File: config.mk
export PLATFORM = sky130hd
export DESIGN_NAME = msrv32_fetch_flush_ctrl
export DESIGN_NICKNAME = d
export VERILOG_FILES = /design/src/rtl/msrv32_fetch_ctrl_pkg.sv /design/src/rtl/msrv32_sat_counter.sv /design/src/rtl/msrv32_fetch_flush_ctrl.sv
export SDC_FILE = /design/constraint.sdc
export NUM_CORES = 1
export LEC_CHECK = 0
export CAP_MARGIN = 0
export CORE_MARGIN = 1
export CORE_UTILIZATION = 36
export CTS_BUF_LIST = sky130_fd_sc_hd__clkbuf_8
export DETAILED_ROUTE_END_ITERATION = 7
export GPL_ROUTABILITY_DRIVEN = 0
export PLACE_DENSITY = 0.74
export SKIP_LAST_GASP = 1
export SYNTH_ARGS = -nofsm -noshare
export SYNTH_HDL_FRONTEND = slang
export SYNTH_SLANG_ARGS = --single-unit
File: constraint.sdc
create_clock -name ms_riscv32_mp_clk_in -period 1.9 [get_ports ms_riscv32_mp_clk_in]
set_clock_uncertainty 0.1 [all_clocks]
set_input_delay 0.38 -clock ms_riscv32_mp_clk_in [delete_from_list [all_inputs] [get_ports ms_riscv32_mp_clk_in]]
set_output_delay 0.38 -clock ms_riscv32_mp_clk_in [all_outputs]
set_load 0.01 [all_outputs]
File: src/rtl/msrv32_fetch_ctrl_pkg.sv
// rtl/msrv32_fetch_ctrl_pkg.sv - shared types and constants for the fetch/flush controller
package msrv32_fetch_ctrl_pkg;

    typedef enum logic [1:0] {
        S_RESET = 2'd0,
        S_FETCH = 2'd1,
        S_STALL = 2'd2,
        S_FLUSH = 2'd3
    } fetch_state_t;

    // addi x0, x0, 0 -- the bubble word fed to the instruction mux
    localparam logic [31:0] NOP_INSTR = 32'h0000_0013;

endpackage

File: src/rtl/msrv32_sat_counter.sv
// rtl/msrv32_sat_counter.sv - saturating up-counter with synchronous clear
module msrv32_sat_counter #(
    parameter int CNT_W = 32
) (
    input  logic             clk,
    input  logic             rst,
    input  logic             en,
    input  logic             clr,
    output logic [CNT_W-1:0] count
);

    // Count enabled cycles, sticking at all-ones instead of wrapping
    always_ff @(posedge clk or posedge rst) begin
        if (rst) begin
            count <= '0;
        end else if (clr) begin
            count <= '0;
        end else if (en && (count != {CNT_W{1'b1}})) begin
            count <= count + CNT_W'(1);
        end
    end

endmodule

File: src/rtl/msrv32_fetch_flush_ctrl.sv
// rtl/msrv32_fetch_flush_ctrl.sv - fetch sequencing, stall hold and redirect flush (perf counters under FETCH_CTRL_PERF_EN)
module msrv32_fetch_flush_ctrl
    import msrv32_fetch_ctrl_pkg::*;
#(
    parameter int FLUSH_CYCLES = 1,
    parameter int CNT_W        = 32
) (
    input  logic             ms_riscv32_mp_clk_in,
    input  logic             ms_riscv32_mp_rst_in,
    input  logic [31:0]      ms_riscv32_mp_instr_in,
    input  logic             ms_riscv32_mp_instr_hready_in,
    input  logic             ms_riscv32_mp_data_hready_in,
    input  logic             branch_taken_in,
    input  logic             trap_taken_in,
    output logic             instr_req_out,
    output logic             pc_en_out,
    output logic             flush_out,
    output logic [31:0]      instr_out,
    output logic [1:0]       state_out,
    output logic [CNT_W-1:0] flush_count_out,
    output logic [CNT_W-1:0] stall_count_out
);

    localparam logic [2:0] FLUSH_LOAD = 3'(FLUSH_CYCLES);

    logic         clk;
    logic         rst;
    logic         ihr;
    logic         dhr;
    logic         redirect;
    fetch_state_t state_q;
    fetch_state_t state_d;
    logic [31:0]  hold_q;
    logic [31:0]  hold_d;
    logic [2:0]   bub_q;
    logic [2:0]   bub_d;

    assign clk       = ms_riscv32_mp_clk_in;
    assign rst       = ms_riscv32_mp_rst_in;
    assign ihr       = ms_riscv32_mp_instr_hready_in;
    assign dhr       = ms_riscv32_mp_data_hready_in;
    assign redirect  = branch_taken_in | trap_taken_in;
    assign state_out = state_q;

    // State, stall hold word and remaining-bubble count
    always_ff @(posedge clk or posedge rst) begin
        if (rst) begin
            state_q <= S_RESET;
            hold_q  <= NOP_INSTR;
            bub_q   <= 3'd0;
        end else begin
            state_q <= state_d;
            hold_q  <= hold_d;
            bub_q   <= bub_d;
        end
    end

    // Next state and fetch-side outputs; a dmem wait outranks everything
    always_comb begin
        state_d       = state_q;
        hold_d        = hold_q;
        bub_d         = bub_q;
        flush_out     = 1'b1;
        pc_en_out     = 1'b0;
        instr_req_out = 1'b1;
        instr_out     = NOP_INSTR;
        case (state_q)
            S_RESET: begin
                // state is forced here while rst is high, so no request then
                instr_req_out = ~rst;
                state_d       = S_FETCH;
            end
            S_FETCH: begin
                instr_out = ms_riscv32_mp_instr_in;
                flush_out = 1'b0;
                if (!dhr) begin
                    state_d = S_STALL;
                    hold_d  = ihr ? ms_riscv32_mp_instr_in : NOP_INSTR;
                end else if (redirect) begin
                    state_d   = S_FLUSH;
                    bub_d     = FLUSH_LOAD;
                    pc_en_out = 1'b1;
                end else if (!ihr) begin
                    flush_out = 1'b1;
                end else begin
                    pc_en_out = 1'b1;
                end
            end
            S_STALL: begin
                instr_out = hold_q;
                flush_out = 1'b0;
                pc_en_out = dhr;
                if (dhr) begin
                    state_d = S_FETCH;
                end
            end
            S_FLUSH: begin
                pc_en_out = ihr & dhr;
                if (dhr) begin
                    if (redirect) begin
                        bub_d = FLUSH_LOAD;
                    end else if (ihr) begin
                        bub_d = bub_q - 3'd1;
                        if (bub_q == 3'd1) begin
                            state_d = S_FETCH;
                        end
                    end
                end
            end
            default: begin
                state_d = S_RESET;
            end
        endcase
    end

`ifdef FETCH_CTRL_PERF_EN
    msrv32_sat_counter #(.CNT_W(CNT_W)) u_flush_cnt (
        .clk   (clk),
        .rst   (rst),
        .en    (flush_out),
        .clr   (1'b0),
        .count (flush_count_out)
    );

    msrv32_sat_counter #(.CNT_W(CNT_W)) u_stall_cnt (
        .clk   (clk),
        .rst   (rst),
        .en    (state_q == S_STALL),
        .clr   (1'b0),
        .count (stall_count_out)
    );
`else
    assign flush_count_out = '0;
    assign stall_count_out = '0;
`endif

endmodule
# Yosys cells after proc, flatten, opt, wreduce, memory -nomap -nowiden
# Index checks and enable logic that the tools add are counted.
dict set report word_totals {
  regBits 37
}
dict set report op_classes {
  n_addsub 1
  eq_ne 13
  mux 25
  n_bitwise 4
  reduce_logical 5
}
# cell count
set ops {}
lappend ops {{case mux 32 bit (2 select lines)} 1}
lappend ops {{2-to-1 mux 32 bit} 1}
lappend ops {{2-to-1 mux 3 bit} 5}
lappend ops {{2-to-1 mux 2 bit} 7}
lappend ops {{!= test 2 bit (second input constant)} 7}
lappend ops {{case mux 2 bit (4 select lines)} 1}
lappend ops {{2-to-1 mux 1 bit} 7}
lappend ops {{!= test 3 bit (second input constant)} 2}
lappend ops {{case mux 3 bit (2 select lines)} 1}
lappend ops {{AND reduction 6 bit} 1}
lappend ops {{AND reduction 5 bit} 1}
lappend ops {{equality test 2 bit (second input constant)} 2}
lappend ops {{equality test 3 x 1 -> 1 bit (second input constant)} 1}
lappend ops {{case mux 1 bit (3 select lines)} 1}
lappend ops {{subtractor 3 x 1 -> 3 bit (second input constant)} 1}
lappend ops {{equality test 2 x 1 -> 1 bit (second input constant)} 1}
lappend ops {{zero test 2 bit} 1}
lappend ops {{inverter 1 bit} 2}
lappend ops {{case mux 1 bit (2 select lines)} 1}
lappend ops {{AND reduction 2 bit} 1}
lappend ops {{nonzero test 2 bit} 1}
lappend ops {{AND 1 bit} 1}
lappend ops {{OR 1 bit} 1}

# Longest topological paths before layout
dict set report logic_depth {
  depth_word 6
  ltp_mapped 7
  mapped_depth_nobuf 5
}

# Worst setup path after synthesis
# Ideal clock, no wire load.
dict set report synth_timing {
  kind {register to output}
  startpoint {register state_q[0], in the netlist state_out[0]}
  endpoint {output instr_out[16]}
  t_arrival_ps 1447
  required_ps 1420
  path_slack_ps -27
  stages_incl_launch_ff 7
  path_buffers 2
  path_cell_list {dfrtp_1 -> inv_1 -> ha_1 -> buf_2 -> clkbuf_1 -> a22oi_1 -> nor2b_1}
}
dict set report synth_via {
  elab_chain_cells 2
}
# element line
set synth_rtl {}
lappend synth_rtl {{start: declaration} msrv32_fetch_flush_ctrl.sv:31} ;# fetch_state_t state_q;
lappend synth_rtl {{start signal: assignment} msrv32_fetch_flush_ctrl.sv:52} ;# state_q <= state_d;
lappend synth_rtl {{equality test 2 bit / equality test 2 x 1 -> 1 bit (equally long branches)} msrv32_fetch_flush_ctrl.sv:67} ;# case (state_q)
lappend synth_rtl {{case mux 32 bit (2 select lines) *} msrv32_fetch_flush_ctrl.sv:67}
lappend synth_rtl {{end: declaration} msrv32_fetch_flush_ctrl.sv:18} ;# output logic [31:0] instr_out,
# Mark *: on every way between the ends. The rest lies on a longest branch, timed or not.

# Final worst setup path
dict set report layout_timing {
  startpoint {register state_q[1], in the netlist state_out[1]}
  endpoint {output flush_out}
}
dict set report layout_via {
  elab_chain_cells 2
}
# element line
set layout_rtl {}
lappend layout_rtl {{equality test 2 bit / equality test 2 x 1 -> 1 bit (equally long branches)} msrv32_fetch_flush_ctrl.sv:67}
lappend layout_rtl {{case mux 1 bit (2 select lines) *} msrv32_fetch_flush_ctrl.sv:67}
lappend layout_rtl {{end: declaration} msrv32_fetch_flush_ctrl.sv:17} ;# output logic flush_out,
# Marks and branches as above.

==> flow_summary_export.csv <==
group,metric,value,unit
run_status,status,"finished with violations",
run_status,violations,"setup timing",
detailed_routing,firstDrtPassIters,4,
grt,grt_pass1_vias,2090,
sta,final_max_slew_viol_count,0,
critical_path,required,1420,ps
final_layout,nets,471,
synthesis,synthTopCellsByArea,"dfrtp_1 (32%), buf_4 (18%), a22oi_1 (9.3%)",
synthesis,avgSynthCellArea,8.21,µm²
sta,whs,389,ps
placement,dp.cells,496,
worst_hold_path,holdCritPathClass,"reg2reg",
critical_path,path_cells,"buf_6 > ha_4 > buf_12 > buf_16 > buf_4 > o21ai_1 > buf_2",
detailed_routing,wl_per_cell,12.9,µm
placement,dp_hpwl,4120,µm
synthesis,yosysSeqAreaShare,0.348,
sta,finalSetupViolations,36,
synthesis,ys_seq_elements,37,
final_layout,syn_to_final_growth,47.7,%
clocking,cts_buffers,5,
sta,finalCriticalPeriod,2150,ps
grt,grt_pass1_wl,10000,µm
final_layout,drive_above_1_share,0.314,
critical_path,critPathTopFamily,"buffers and inverters",
detailed_routing,wirelength,6770,µm
die,initial_core_util,0.370,
die,ios,139,
synthesis,ys_async_sr_fraction,1.00,
sta,rsz0062_at_grt,"true",
detailed_routing,initialDrtViolationCount,39,
critical_path,path_depth,7,
critical_path,path_class,"reg2out",
clocking,cts_htree_levels,2,
sta,fmaxAchievable,466,MHz
critical_path,slowest_stage,"dfrtp_1",
detailed_routing,num_vias,2380,
clocking,numClockSinks,37,
synthesis,ys_types,32,
flow_run,maxCapViolations,0,
final_layout,fillers,668,
critical_path,slowest_delay,420,ps
final_layout,n_antenna_cell,0,
clocking,worstSkewPairLatency,280,ps
clocking,tritoncts,"built",
synthesis,synth.top_cell.area_share,0.319,
die,dieHeight,88.1,µm
clocking,clockBufferDepth,2,
synthesis,yosysWarnings,0,
final_layout,post_layout_nonfiller_instances,526,
die,die_area,7760,µm²
critical_path,cp-end-kind,"output port",
grt,grt_max_degree,38,
critical_path,r2r_cells,9,
final_layout,final_common_cell,"nand2_1",
synthesis,synth_edf_count,0,
final_layout,regArea,930,µm²
synthesis,syn-cell-area,2670,µm²
die,fp-row-count,31,
sta,setup_ws,-247,ps
die,core_area,7210,µm²
grt,antenna_found_initial,0,
die,die_w,88.1,µm
sta,finalHoldViolations,0,
grt,grt_use_total,0.169,
clocking,clk_pin_slew_worst_paths,80,ps
synthesis,synth_ff_type,"dfrtp_1",
final_layout,final_cell_mix,"nand2_1 (65), conb_1 (64), clkdlybuf4s50_1 (37)",
power,ir_worst_vdd,0.000542,V
final_layout,multi_input_area,1590,µm²
clocking,root_buffer,"clkbuf_8",
power,power.density,1440,nW/µm²
power,leakagePower,1.82,nW
detailed_routing,post-route-drc-count,0,
critical_path,cp_max_fo,6,
critical_path,critPathBufInv,5,
worst_hold_path,min_path_cells,2,
placement,portBuffers,74,
synthesis,syn_inst,325,
critical_path,start_kind,"flop",
synthesis,yosysTopAreaCell,"dfrtp_1",
detailed_routing,via_per_inst,4.52,
grt,grt_overflow_total,0,
detailed_routing,ant_nets,0,
critical_path,arrival,1670,ps
sta,finalCritPeriodShare,1.13,
report_power, final:
part / leakage [nW] / internal (W) / total, W / switching, W
logic: 1.30 / 0.00189 / 0.00356 / 0.00168
registers: 0.470 / 0.00120 / 0.00148 / 0.000279
clock network: 0.0540 / 0.000381 / 0.000645 / 0.000264
total: 1.82 / 0.00347 / 0.00569 / 0.00222
registers in the layout, summed over array words and instances, names as in the netlist:
signal / cells
hold_q: 32
state_out: 2
bub_q: 3
through the flow:
stage / total power [W] / setup WS, ps / cell area, µm² / utilization / TNS [ps]
2_1_floorplan: 0.00304 / 3.72 / 2910 / - / 0
3_3_place_gp: 0.00417 / -514 / 3430 / 0.475 / -10140
3_5_place_dp: 0.00423 / -478 / 3430 / 0.475 / -10600
4_1_cts: 0.00544 / -236 / 3790 / 0.525 / -6670
5_1_grt: 0.00610 / -327 / 3940 / 0.546 / -8650
6_report: 0.00569 / -247 / 3940 / 0.546 / -5770
cells in the mapped netlist, types with 2 or more instances:
cell type / number
clkbuf_1: 9
nand2_1: 65
dfstp_2: 3
nor2b_1: 35
nor3_1: 2
a22oi_1: 33
buf_2: 12
inv_1: 6
clkbuf_2: 2
buf_4: 64
o21ai_0: 34
ha_1: 6
dfrtp_1: 34
nand3b_1: 2
worst min-delay path, cell delays in order, from the launching register on:
cell	delay, ps
dfrtp_1	350
nand2_1	50
o21ai_0	60
repair_timing:
item / CTS / global route
hold buffers: 0 / 0
setup endpoints to repair: 35 / 42
pin swaps: 3 / 29
gates cloned: 5 / 3
gates resized for setup: 155 / 48
buffers inserted: 7 / 9
routing by layer:
| layer | GRT usage | routed length (µm) | vias up | part of all wire |
|---|---|---|---|---|
| met1 | 0.208 | 2860 | 1121 | 0.42 |
| li1 | - | - | 1162 | - |
| met2 | 0.297 | 3550 | 90 | 0.52 |
| met5 | 0 | 0 | - | 0 |
| met3 | 0.0330 | 294 | 7 | 0.043 |
| met4 | 0.0513 | 68 | 0 | 0.010 |
area by class of cell:
cell class / instances / share of cell area
clock buffer: 5 / 0.0175
multi-input combinational: 258 / 0.403
sequential: 37 / 0.236
clock inverter: 2 / 0.00889
inverter: 6 / 0.00571
timing repair buffer: 119 / 0.297
tap: 99 / 0.0314
kinds of logic after synthesis:
group	synth area share
DFF	0.348
muxes	0.00937
AOI/OAI and AO/OA	0.185
and+or+nand+nor	0.200
other	0.00141
adders and majority gates	0.0281
buffers and inverters	0.227
path summary, 6_finish.rpt:
| check | start | to | slack [ps] |
|---|---|---|---|
| max | state_out[1] | flush_out | -250 |
| min | hold_q[2] | hold_q[2] | 390 |
| max reg2reg | state_out[1] | state_out[1] | -140 |
| min reg2reg | hold_q[2] | hold_q[2] | 390 |
| max in group asynchronous | ms_riscv32_mp_rst_in | hold_q[4] | 1050 |
| min in group asynchronous | ms_riscv32_mp_rst_in | state_out[1] | 400 |
Note: power is estimated with default switching activity, not from simulation.
